## src/rtl/rom_loader_if.sv

```systemverilog
// rom_loader_if: byte-stream input, restart control and instruction-memory write port of the boot loader.
// Latency: none, this is wiring only.
// Backpressure: the rx_valid/rx_ready pair carries it; the memory port has no backpressure.
interface rom_loader_if #(
    parameter int ADDR_W = 10
);
    logic              rx_valid;
    logic [7:0]        rx_data;
    logic              rx_ready;
    logic              restart;
    logic              mem_we;
    logic [ADDR_W-1:0] mem_addr;
    logic [31:0]       mem_wdata;
    logic              cpu_hold;
    logic              done;
    logic              error;

    // Byte source / boot supervisor side.
    modport master (
        output rx_valid, rx_data, restart,
        input  rx_ready, mem_we, mem_addr, mem_wdata, cpu_hold, done, error
    );

    // Loader side.
    modport slave (
        input  rx_valid, rx_data, restart,
        output rx_ready, mem_we, mem_addr, mem_wdata, cpu_hold, done, error
    );
endinterface

```

## src/rtl/rom_loader.sv

```systemverilog
// rom_loader: assembles a framed byte stream into 32-bit words, writes them to instruction memory, releases the core on a good checksum.
// Latency: a word is written the cycle after its 4th byte; done/error/rx_ready update the cycle after the deciding byte.
// Backpressure: rx_ready is high in LEN0..CSUM and low in DONE/ERR until restart; rx_valid gaps only advance the idle timeout.
module rom_loader #(
    parameter int DEPTH   = 1024,
    parameter int ADDR_W  = 10,
    parameter int TIMEOUT = 100000
) (
    input  logic        clk,
    input  logic        reset,
    rom_loader_if.slave bus
);
    localparam int TMO_W = $clog2(TIMEOUT + 1);

    typedef enum logic [2:0] {
        S_LEN0 = 3'd0,
        S_LEN1 = 3'd1,
        S_DATA = 3'd2,
        S_CSUM = 3'd3,
        S_DONE = 3'd4,
        S_ERR  = 3'd5
    } state_t;

    state_t            r_state;
    state_t            w_state_nxt;

    logic [15:0]       r_len;
    logic [15:0]       r_word_cnt;     // 16 bits so N=DEPTH cannot wrap before CSUM
    logic [1:0]        r_byte_idx;
    logic [23:0]       r_word;         // low three bytes of the word being assembled
    logic [7:0]        r_xor;
    logic [TMO_W-1:0]  r_tmo;

    logic              r_rx_ready;
    logic              r_mem_we;
    logic [ADDR_W-1:0] r_mem_addr;
    logic [31:0]       r_mem_wdata;
    logic              r_cpu_hold;
    logic              r_done;
    logic              r_error;

    logic              w_accept;
    logic [15:0]       w_len_full;
    logic              w_tmo_hit;
    logic              w_last_word;
    logic              w_rearm;

    assign w_accept    = bus.rx_valid & r_rx_ready;
    assign w_len_full  = {bus.rx_data, r_len[7:0]};
    assign w_tmo_hit   = (r_tmo == TMO_W'(TIMEOUT - 1));
    assign w_last_word = (r_byte_idx == 2'd3) && (r_word_cnt == (r_len - 16'd1));
    assign w_rearm     = bus.restart && ((r_state == S_DONE) || (r_state == S_ERR));

    // State register.
    always_ff @(posedge clk or negedge reset) begin
        if (!reset) begin
            r_state <= S_LEN0;
        end else begin
            r_state <= w_state_nxt;
        end
    end

    // Next-state decode: accepted bytes walk the frame, an idle run of TIMEOUT cycles mid-frame aborts it.
    always_comb begin
        w_state_nxt = r_state;
        case (r_state)
            S_LEN0: begin
                if (w_accept) w_state_nxt = S_LEN1;
            end
            S_LEN1: begin
                if (w_accept) begin
                    if (w_len_full == 16'd0)               w_state_nxt = S_CSUM;
                    else if (w_len_full > 16'(DEPTH))      w_state_nxt = S_ERR;
                    else                                   w_state_nxt = S_DATA;
                end else if (w_tmo_hit) begin
                    w_state_nxt = S_ERR;
                end
            end
            S_DATA: begin
                if (w_accept) begin
                    if (w_last_word) w_state_nxt = S_CSUM;
                end else if (w_tmo_hit) begin
                    w_state_nxt = S_ERR;
                end
            end
            S_CSUM: begin
                if (w_accept) begin
                    w_state_nxt = (bus.rx_data == r_xor) ? S_DONE : S_ERR;
                end else if (w_tmo_hit) begin
                    w_state_nxt = S_ERR;
                end
            end
            S_DONE, S_ERR: begin
                if (bus.restart) w_state_nxt = S_LEN0;
            end
            default: w_state_nxt = S_LEN0;
        endcase
    end

    // Datapath and registered outputs; status outputs follow the next state so they settle one cycle after the deciding byte.
    always_ff @(posedge clk or negedge reset) begin
        if (!reset) begin
            r_len       <= '0;
            r_word_cnt  <= '0;
            r_byte_idx  <= '0;
            r_word      <= '0;
            r_xor       <= '0;
            r_tmo       <= '0;
            r_rx_ready  <= 1'b0;
            r_mem_we    <= 1'b0;
            r_mem_addr  <= '0;
            r_mem_wdata <= '0;
            r_cpu_hold  <= 1'b1;
            r_done      <= 1'b0;
            r_error     <= 1'b0;
        end else begin
            r_mem_we   <= 1'b0;
            r_rx_ready <= (w_state_nxt == S_LEN0) || (w_state_nxt == S_LEN1) ||
                          (w_state_nxt == S_DATA) || (w_state_nxt == S_CSUM);
            r_cpu_hold <= (w_state_nxt != S_DONE);
            r_done     <= (w_state_nxt == S_DONE);
            r_error    <= (w_state_nxt == S_ERR);

            // The idle counter only runs while a frame is in flight.
            if (w_accept || (r_state == S_LEN0) || (r_state == S_DONE) || (r_state == S_ERR)) begin
                r_tmo <= '0;
            end else begin
                r_tmo <= r_tmo + TMO_W'(1);
            end

            if (w_rearm) begin
                r_xor      <= '0;
                r_byte_idx <= '0;
                r_word_cnt <= '0;
            end else if (w_accept) begin
                r_xor <= r_xor ^ bus.rx_data;
                case (r_state)
                    S_LEN0: r_len[7:0]  <= bus.rx_data;
                    S_LEN1: r_len[15:8] <= bus.rx_data;
                    S_DATA: begin
                        r_byte_idx <= r_byte_idx + 2'd1;
                        case (r_byte_idx)
                            2'd0: r_word[7:0]   <= bus.rx_data;
                            2'd1: r_word[15:8]  <= bus.rx_data;
                            2'd2: r_word[23:16] <= bus.rx_data;
                            default: begin
                                r_mem_we    <= 1'b1;
                                r_mem_addr  <= r_word_cnt[ADDR_W-1:0];
                                r_mem_wdata <= {bus.rx_data, r_word};
                                r_word_cnt  <= r_word_cnt + 16'd1;
                            end
                        endcase
                    end
                    default: ;
                endcase
            end
        end
    end

    assign bus.rx_ready  = r_rx_ready;
    assign bus.mem_we    = r_mem_we;
    assign bus.mem_addr  = r_mem_addr;
    assign bus.mem_wdata = r_mem_wdata;
    assign bus.cpu_hold  = r_cpu_hold;
    assign bus.done      = r_done;
    assign bus.error     = r_error;
endmodule

```

## src/flat_wrapper.sv

```systemverilog
// flat-port wrapper written by rule: the top's interface ports become plain ports
module rom_loader_flat 
#(
    parameter int DEPTH   = 1024,
    parameter int ADDR_W  = 10,
    parameter int TIMEOUT = 100000
)
  (clk, reset, bus_rx_valid, bus_rx_data, bus_restart, bus_rx_ready, bus_mem_we, bus_mem_addr, bus_mem_wdata, bus_cpu_hold, bus_done, bus_error);
  rom_loader_if #(.ADDR_W(ADDR_W)) bus_i ();
  input  logic clk;
  input  logic reset;
  input wire logic [$bits(bus_i.rx_valid)-1:0] bus_rx_valid;
  input wire logic [$bits(bus_i.rx_data)-1:0] bus_rx_data;
  input wire logic [$bits(bus_i.restart)-1:0] bus_restart;
  output wire logic [$bits(bus_i.rx_ready)-1:0] bus_rx_ready;
  output wire logic [$bits(bus_i.mem_we)-1:0] bus_mem_we;
  output wire logic [$bits(bus_i.mem_addr)-1:0] bus_mem_addr;
  output wire logic [$bits(bus_i.mem_wdata)-1:0] bus_mem_wdata;
  output wire logic [$bits(bus_i.cpu_hold)-1:0] bus_cpu_hold;
  output wire logic [$bits(bus_i.done)-1:0] bus_done;
  output wire logic [$bits(bus_i.error)-1:0] bus_error;
  assign bus_i.rx_valid = bus_rx_valid;
  assign bus_i.rx_data = bus_rx_data;
  assign bus_i.restart = bus_restart;
  assign bus_rx_ready = bus_i.rx_ready;
  assign bus_mem_we = bus_i.mem_we;
  assign bus_mem_addr = bus_i.mem_addr;
  assign bus_mem_wdata = bus_i.mem_wdata;
  assign bus_cpu_hold = bus_i.cpu_hold;
  assign bus_done = bus_i.done;
  assign bus_error = bus_i.error;
  rom_loader #(.DEPTH(DEPTH), .ADDR_W(ADDR_W), .TIMEOUT(TIMEOUT)) u_core (.clk(clk), .reset(reset), .bus(bus_i));
endmodule
```

## config.mk

```make
export PLATFORM = sky130hd
export DESIGN_NAME = rom_loader_flat
export DESIGN_NICKNAME = d
export VERILOG_FILES = /design/src/rtl/rom_loader_if.sv /design/src/rtl/rom_loader.sv /design/src/flat_wrapper.sv
export SDC_FILE = /design/constraint.sdc
export NUM_CORES = 1
export LEC_CHECK = 0
export CELL_PAD_IN_SITES_DETAIL_PLACEMENT = 1
export CELL_PAD_IN_SITES_GLOBAL_PLACEMENT = 2
export CORE_MARGIN = 4
export CORE_UTILIZATION = 39
export DETAILED_ROUTE_END_ITERATION = 16
export PLACE_DENSITY_LB_ADDON = 0.1
export SKIP_LAST_GASP = 1
export SLEW_MARGIN = 20
export SYNTH_ARGS = -nofsm -noshare
export SYNTH_HDL_FRONTEND = slang
export SYNTH_SLANG_ARGS = --single-unit
```

## constraint.sdc

```tcl
create_clock -name clk -period 6.2 [get_ports clk]
set_input_delay 0.62 -clock clk [delete_from_list [all_inputs] [get_ports clk]]
set_output_delay 0.62 -clock clk [all_outputs]
set_load 0.05 [all_outputs]
```

==> results of run 1 <==
[final cells by class]
cell class                      instances  area, µm²
Clock buffer                           18        429
Sequential cell                       133       3330
Tap cell                              211        264
Multi-Input combinational cell        450       2690
Fill cell                            1693       7690
Inverter                               13       48.8
Timing Repair Buffer                   63        619
Clock inverter                         14        303
[cell usage after synthesis (2+ instances only)]
cell      count
nand2_1     165
dfrtp_1     132
nor2_1       53
mux2_2       36
xor2_1       36
clkbuf_1     26
xnor2_1      23
o21ai_0      19
nand3_1      15
inv_1        13
nand4_1       9
nor3_1        9
a21oi_1       7
ha_1          7
a31oi_1       5
buf_1         5
nand2b_1      5
nor3b_1       5
nor4_1        5
or3_1         5
and3_1        4
o22ai_1       3
and2_1        2
mux2i_1       2
nor4_2        2
o21ai_1       2
o31ai_1       2
o41ai_1       2
or2_1         2
or2_2         2
or4_1         2
[worst paths after layout]
| kind | start | endpoint | slack, ns | depth (start not counted) |
|---|---|---|---|---|
| max in group asynchronous | reset | u_core.r_word[7] | 4.77 | 2 |
| max | bus_rx_valid | u_core.r_word_cnt[6] | 3.29 | 9 |
| min | reset | u_core.bus.mem_wdata[22] | 0.26 | 1 |
| max reg2reg | u_core.r_state[1] | u_core.r_word_cnt[2] | 3.33 | 8 |
| min in group clk | u_core.r_word[18] | u_core.bus.mem_wdata[18] | 0.46 | 2 |
| min reg2reg | u_core.r_word[18] | u_core.bus.mem_wdata[18] | 0.46 | 2 |
[state kept, by name (all words and copies together) (netlist names)]
| signal | count |
|---|---|
| u_core.r_byte_idx | 2 |
| u_core.r_tmo | 17 |
| u_core.r_state | 3 |
| u_core.r_word | 24 |
| u_core.r_len | 16 |
| u_core.bus.rx_ready | 1 |
| u_core.bus.cpu_hold | 1 |
| u_core.bus.mem_addr | 10 |
| u_core.r_xor | 8 |
| u_core.bus.mem_wdata | 32 |
| u_core.bus.done | 1 |
| u_core.bus.error | 1 |
| u_core.r_word_cnt | 16 |
| u_core.bus.mem_we | 1 |
[power breakdown]
group	internal [mW]	switching, mW	leakage [nW]	total (mW)
clock network	0.876	0.378	0.358	1.25
logic	0.256	0.324	1.42	0.580
registers	0.983	0.122	1.80	1.11
[layer usage]
metal  vias to the layer above  wire [µm]  track usage
met4                         0        218       0.0549
met2                        67       7490        0.299
li1                       2174          -            -
met5                         -          0            0
met1                      2342       7490        0.251
met3                        11        463       0.0409
[logic make-up after synthesis]
group | after synthesis | share of synthesized area
flops | 133 | 0.539
xor+xnor | 59 | 0.0837
simple gates | 297 | 0.217
compound gates | 49 | 0.0497
buf+inv | 45 | 0.0276
mux | 38 | 0.0689
fa+ha+maj | 7 | 0.0142
==> flow_metrics.tcl, run 1 <==
set metrics [dict create \
    drive_gt1_frac 0.127 \
    coreArea_um2 15400 \
    antenna_found_initial 0 \
    grt_overflow 0 \
    die_y_um 134 \
    dpl_worst_slack_ns 2.83 \
    dp_cells 870 \
    grt_max_degree 81 \
    post-cts-setup-buffer-count 0 \
    finalSetupViolCount 0 \
    ir_worst_vdd_uv 218 \
    area_delta_synth_final_pct 24.4 \
    path_class "primary input to flip-flop" \
    crit_fanout 54 \
    die_area_um2 17900 \
    grt_pass1_wl_mm 26.2 \
    port_buffers 58 \
    rsz0062_at_grt "false" \
    cts_resized 0 \
    ctsHoldBuffers 0 \
    route.detailed.wl_per_inst_um 17.4 \
    n_antenna_cell 0 \
    synth_area_um2 6170 \
    syn-instance-count 628 \
    worst-path-buf-inv 4 \
    cts_sinks 133 \
    crit_path_frequent_cell "buf_4" \
    yosys_warnings 0 \
    async_flop_share 1.00 \
    cp_top_family "buffers and inverters" \
    final_area_um2 7680 \
    core.rowCount 45 \
    final_cell_count_no_fill 902 \
    required_ns 6.50 \
    cp_slowest_stage_delay_ns 0.47 \
    hold_viol 0 \
    synth_area_leader_cell "dfrtp_1" \
    start_util 0.402 \
    clkLatencyLatePin_ns 0.42 \
    cp-start-kind "primary input" \
    drc 0 \
    path_cells "clkdlybuf4s50_1, and2_1, nand3_2, buf_4, inv_1, buf_4, nor2_1, o21ai_0, o41ai_1" \
    powerDensity_nw_per_um2 383 \
    synth_top_flop_cell "dfrtp_1" \
    root_buffer "clkbuf_16" \
    finalSetupTns_ns 0 \
    layout_commonest_cell "nand2_1" \
    cts_max_path_buffers 2 \
    cts_tree "yes" \
    die_w_um 134 \
    cp-end-kind "flip-flop" \
    synth_cell_types 54 \
    final_cell_mix "nand2_1, dfrtp_1, clkdlybuf4s50_1, nor2_1" \
    gp_congestion 0.790 \
    finalPower_mw 2.94 \
    p_leak_nw 3.57 \
    cap_violations 0 \
    cpMaxStageDelayCell "buf_4" \
    ios 59 \
    drt_iter0_markers 224 \
    viasPerCell 5.09 \
    synth_edf_count 0 \
    final_nets 697 \
    maxSlewViolCount 0 \
    synth_fp_nets 647 \
    worst_slack_ns 3.29 \
    clock.fmax_ghz 0.343 \
    synth_top_area_share 0.535 \
    ys_ff_latch 133 \
    synthTopCellsByArea "dfrtp_1, nand2_1, mux2_2" \
    firstDrtPassIters 4 \
    vias 4594 \
    finish.utilization 0.500 \
    hold_slack_ns 0.258 \
    ys_seq_area_frac 0.539 \
    grt_pass1_vias 4944 \
    relSlewSlack 0.333 \
    cts-htree-levels 4 \
    place_area_um2 6940 \
    period_share 0.470 \
    syn_avg_cell_area_um2 9.83 \
    ant_nets 0 \
    grt_use_total 0.185 \
    clk_pin_slew_ns 0.05 \
    skew_ns 0.00726 \
    holdCritPathClass "primary input to async pin" \
    arrival_ns 3.21 \
    status "finished clean" \
    worstMarginPinSlew_ns 0.992 \
    period_needed_ns 2.91 \
    dp_hpwl_mm 10.4 \
    wirelength_mm 15.7 \
    cts-buffers-inserted 17 \
]
No activity file was read; power rests on OpenSTA's default activity.
==> inputs of run 2 (changes only) <==
Settings changed: CORE_UTILIZATION 39 to 33.
Clock period 6.2 ns to 2.6 ns, I/O delays scaled along.
==> flow_metrics.tcl, run 2 (same netlist as run 1, synthesis figures left out) <==
set metrics [dict create \
    cap_violations 0 \
    powerDensity_nw_per_um2 862 \
    coreArea_um2 18200 \
    area_delta_synth_final_pct 26.1 \
    crit_fanout 4 \
    port_buffers 58 \
    wirelength_mm 16.9 \
    die_w_um 145 \
    path_class "flip-flop to flip-flop" \
    dp_hpwl_mm 12.0 \
    dp_cells 909 \
    layout_commonest_cell "nand2_1" \
    cts_tree "yes" \
    cts-buffers-inserted 17 \
    clk_pin_slew_ns 0.06 \
    worstMarginPinSlew_ns 0.675 \
    cts_max_path_buffers 2 \
    cp-end-kind "flip-flop" \
    grt_use_total 0.176 \
    cts_resized 0 \
    required_ns 2.95 \
    drive_gt1_frac 0.149 \
    root_buffer "clkbuf_16" \
    cp-start-kind "flip-flop" \
    p_leak_nw 3.63 \
    hold_viol 0 \
    route.detailed.wl_per_inst_um 17.9 \
    skew_ns 0.0107 \
    gp_congestion 0.825 \
    n_antenna_cell 0 \
    finalSetupTns_ns 0 \
    status "finished clean" \
    ir_worst_vdd_uv 494 \
    drc 0 \
    start_util 0.339 \
    viasPerCell 4.96 \
    period_needed_ns 2.42 \
    antenna_found_initial 0 \
    cts_sinks 133 \
    grt_max_degree 49 \
    post-cts-setup-buffer-count 0 \
    clkLatencyLatePin_ns 0.42 \
    path_cells "inv_1, ha_1, or3b_1, o41a_1, nor3_2, o21ai_1, a21boi_2, nor2b_2" \
    relSlewSlack 0.546 \
    worst-path-buf-inv 1 \
    grt_pass1_vias 5084 \
    cp_top_family "compound AO/OA/AOI/OAI gates" \
    ios 59 \
    rsz0062_at_grt "false" \
    die_y_um 145 \
    vias 4664 \
    maxSlewViolCount 0 \
    largest_register_ffs 32 \
    cpMaxStageDelayCell "o41a_1" \
    final_cell_mix "nand2_1, dfrtp_1, clkdlybuf4s50_1, nor2_1" \
    final_nets 719 \
    drt_iter0_markers 243 \
    cts-htree-levels 4 \
    core.rowCount 49 \
    ant_nets 0 \
    firstDrtPassIters 4 \
    grt_pass1_wl_mm 28.4 \
    die_area_um2 21000 \
    cp_slowest_stage_delay_ns 0.44 \
    period_share 0.931 \
    arrival_ns 2.77 \
    final_cell_count_no_fill 941 \
    clock.fmax_ghz 0.413 \
    grt_overflow 0 \
    finalSetupViolCount 0 \
    holdCritPathClass "primary input to async pin" \
]
-- run 2: cell count changes in the layout (fill, tap and decap cells not counted), sizes merged --
cell | previous run | this run
dlygate4sd3 | 0 | 1
clkbuf | 18 | 20
clkinvlp | 0 | 2
bufinv | 9 | 4
buf | 6 | 27
-- run 2: path summary, 6_finish.rpt --
path	startpoint	to	slack [ns]	cells after the start
min	reset	u_core.bus.mem_we	0.35	2
min reg2reg	u_core.r_word[5]	u_core.bus.mem_wdata[5]	0.46	2
max	u_core.r_len[0]	u_core.bus.done	0.18	8
max in group asynchronous	reset	u_core.r_word_cnt[1]	1.48	3
max reg2reg	u_core.r_len[0]	u_core.bus.done	0.18	8
min in group clk	u_core.r_word[5]	u_core.bus.mem_wdata[5]	0.46	2
-- run 2: per-layer routing --
metal,routed length [µm],track usage,vias up
li1,-,-,2221
met1,8280,0.250,2351
met2,7720,0.272,80
met3,689,0.0361,12
met4,162,0.0520,0
met5,0,0,-
-- run 2: area by class of cell --
class	count	area, µm²
clock buffer	20	457
clock inverter	11	175
fill	2008	10400
inverter	13	48.8
multi-input combinational	450	2680
sequential	133	3330
tap	229	287
timing repair buffer	85	808
-- run 2: stage by stage --
stage | hold WS, ns | utilization | worst slack [ns] | cell area (µm²) | total power [mW]
4_1_cts | 0.352 | 0.427 | 0.190 | 7780 | 6.80
3_3_place_gp | 0.254 | 0.392 | 0.295 | 7140 | 4.10
2_1_floorplan | -0.0356 | - | 0.410 | 6170 | 3.64
6_report | 0.346 | 0.427 | 0.179 | 7780 | 6.71
3_5_place_dp | 0.258 | 0.392 | 0.219 | 7140 | 4.16
5_1_grt | 0.390 | 0.427 | 0.0770 | 7780 | 7.07
-- run 2: power by group --
group | total, mW | internal, mW | leakage, nW | switching, mW
clock network | 2.59 | 1.66 | 0.303 | 0.933
registers | 2.65 | 2.34 | 1.80 | 0.307
logic | 1.47 | 0.658 | 1.53 | 0.809
-- run 2: repair_timing --
action / 4_1_cts / 5_1_grt
hold buffers: 1 / 0
hold endpoints to repair: 34 / 0
endpoints found under the setup margin: 0 / 0
==> inputs of run 3 (changes only) <==
Settings changed: ABC_AREA set to 1, CORE_UTILIZATION 33 to 31.
==> flow_metrics.tcl, run 3 <==
set metrics [dict create \
    cp-end-kind "flip-flop" \
    relSlewSlack 0.585 \
    grt_max_degree 63 \
    cts-buffers-inserted 17 \
    required_ns 2.90 \
    final_nets 828 \
    async_flop_share 1.00 \
    swShare 0.352 \
    synth_common_cells "nand2_1, dfrtp_1, o21ai_0, inv_1, nor2_1" \
    cts_max_path_buffers 2 \
    die_w_um 149 \
    synthTopCellsByArea "dfrtp_1, nand2_1, o21ai_0" \
    maxSlewViolCount 0 \
    synth_edf_count 0 \
    drt_iter0_markers 246 \
    final_area_um2 7710 \
    cp-start-kind "flip-flop" \
    dp_cells 1054 \
    crit_fanout 5 \
    rsz0062_at_grt "false" \
    holdCritPathClass "primary input to async pin" \
    place_area_um2 7110 \
    grt_use_total 0.166 \
    p_leak_nw 3.64 \
    ys_seq_area_frac 0.539 \
    clk_pin_slew_ns 0.06 \
    core.rowCount 51 \
    fill_cells 2317 \
    coreArea_um2 19500 \
    hold_viol 0 \
    root_buffer "clkbuf_16" \
    ys_ff_latch 133 \
    firstDrtPassIters 4 \
    worstMarginPinSlew_ns 0.623 \
    final_cell_mix "nand2_1, dfrtp_1, o21ai_0, inv_1, nor2_1" \
    vias 5072 \
    drc 0 \
    power_frac_seq 0.389 \
    arrival_ns 2.58 \
    wirelength_mm 17.4 \
    dp_hpwl_mm 12.4 \
    syn-instance-count 737 \
    power_switching_mw 2.42 \
    layout_commonest_cell "nand2_1" \
    power.share.clock 0.355 \
    clock.fmax_ghz 0.439 \
    gp_congestion 0.812 \
    port_buffers 58 \
    synth_top_flop_cell "dfrtp_1" \
    synth_fp_nets 756 \
    ios 59 \
    powerDensity_nw_per_um2 892 \
    syn_avg_cell_area_um2 8.38 \
    path_class "flip-flop to flip-flop" \
    cts_tree "yes" \
    ant_nets 0 \
    clkLatencyLatePin_ns 0.42 \
    die_y_um 149 \
    die_area_um2 22200 \
    status "finished clean" \
    synth_top_area_share 0.535 \
    drive_gt1_frac 0.0742 \
    viasPerCell 4.67 \
    yosys_warnings 0 \
    skew_ns 0.00796 \
    synth_area_um2 6170 \
    area_delta_synth_final_pct 24.8 \
    ir_worst_vdd_uv 452 \
    final_cell_count_no_fill 1087 \
    finalSetupViolCount 0 \
    synth_cell_types 35 \
    route.detailed.wl_per_inst_um 16.0 \
    r2r_setup_slack_ns 0.32 \
    cts_sinks 133 \
    grt_pass1_wl_mm 29.0 \
    largest_register_ffs 32 \
    grt_overflow 0 \
    cts_resized 0 \
    synth_area_leader_cell "dfrtp_1" \
    antenna_found_initial 0 \
    grt_pass1_vias 5411 \
    finalSetupTns_ns 0 \
    cap_violations 0 \
    period_share 0.876 \
    p_comb_frac 0.255 \
    n_antenna_cell 0 \
    start_util 0.316 \
    synth.most_common_cell "nand2_1" \
    period_needed_ns 2.28 \
    cts-htree-levels 4 \
    internal_power_mw 4.45 \
    finalPower_mw 6.87 \
]
run 3: layer usage:
| metal | part of all wire | vias up | GRT usage | wire (µm) |
|---|---|---|---|---|
| li1 | - | 2509 | - | - |
| met5 | 0 | - | 0 | 0 |
| met2 | 0.46 | 62 | 0.262 | 8070 |
| met1 | 0.50 | 2481 | 0.231 | 8630 |
| met4 | 0.017 | 0 | 0.0540 | 301 |
| met3 | 0.023 | 20 | 0.0313 | 404 |
run 3: cells by family (layout without fill, tap and decap cells):
family | Yosys count | in the layout | share of synthesized area
buffers and inverters | 96 | 181 | 0.0610
AO/OA/AOI/OAI | 126 | 126 | 0.110
AND/OR/NAND/NOR | 352 | 352 | 0.240
adder cells (fa/ha/maj) | 7 | 7 | 0.0142
XOR/XNOR | 23 | 23 | 0.0351
flip-flops | 133 | 133 | 0.539
run 3: per-stage QoR:
step	util	setup slack (ns)	hold WS, ns
2_1_floorplan	-	0.529	-0.0356
3_3_place_gp	0.364	0.335	0.301
3_5_place_dp	0.364	0.296	0.298
4_1_cts	0.395	0.265	0.421
5_1_grt	0.395	0.0237	0.462
6_report	0.395	0.321	0.407
run 3: area by class of cell:
cell class / count / area, µm² / share of cell area
sequential: 133 / 3330 / 0.432
multi-input combinational: 508 / 2470 / 0.320
timing repair buffer: 71 / 694 / 0.0901
clock buffer: 19 / 443 / 0.0575
tap: 265 / 332 / 0.0430
inverter: 78 / 293 / 0.0380
clock inverter: 13 / 146 / 0.0190
run 3: worst paths after layout:
| path | from | to | cells past startpoint |
|---|---|---|---|
| hold reg to reg | u_core.bus.mem_wdata[4] | u_core.bus.mem_wdata[4] | 2 |
| hold / removal | reset | u_core.bus.mem_wdata[14] | 2 |
| min in group clk | u_core.bus.mem_wdata[4] | u_core.bus.mem_wdata[4] | 2 |
| max in group asynchronous | reset | u_core.r_word[19] | 3 |
| setup / recovery | u_core.r_len[0] | u_core.bus.done | 17 |
| setup reg to reg | u_core.r_len[0] | u_core.bus.done | 17 |
run 3: power groups by stage:
stage | logic [mW] | clock network (mW) | registers [mW]
finish | 1.75 | 2.44 | 2.68
global route | 2.01 | 2.61 | 2.73
CTS | 1.78 | 2.51 | 2.68
detailed placement | 1.76 | 0 | 2.71
global placement | 1.71 | 0 | 2.70
floorplan | 1.16 | 0 | 2.72
run 3: critical path, stage by stage, from the launching register on:
cell     delay (ns)
dfrtp_1        0.39
inv_1          0.12
ha_1           0.22
nand2_1        0.15
nor2_2         0.20
nand2_1        0.12
nand3_1        0.13
nand2_1        0.06
nor2_1         0.10
nand2_1        0.06
nor2_1         0.10
nand2_1        0.08
nand2_1        0.06
nand2_1        0.05
nand2_1        0.06
nand2_1        0.10
nand2_1        0.11
nor2_1         0.05
run 3: timing repair:
item / in CTS / in global routing
endpoints found under the hold margin: 59 / 0
hold buffers: 1 / 0
buffers inserted: 0 / 0
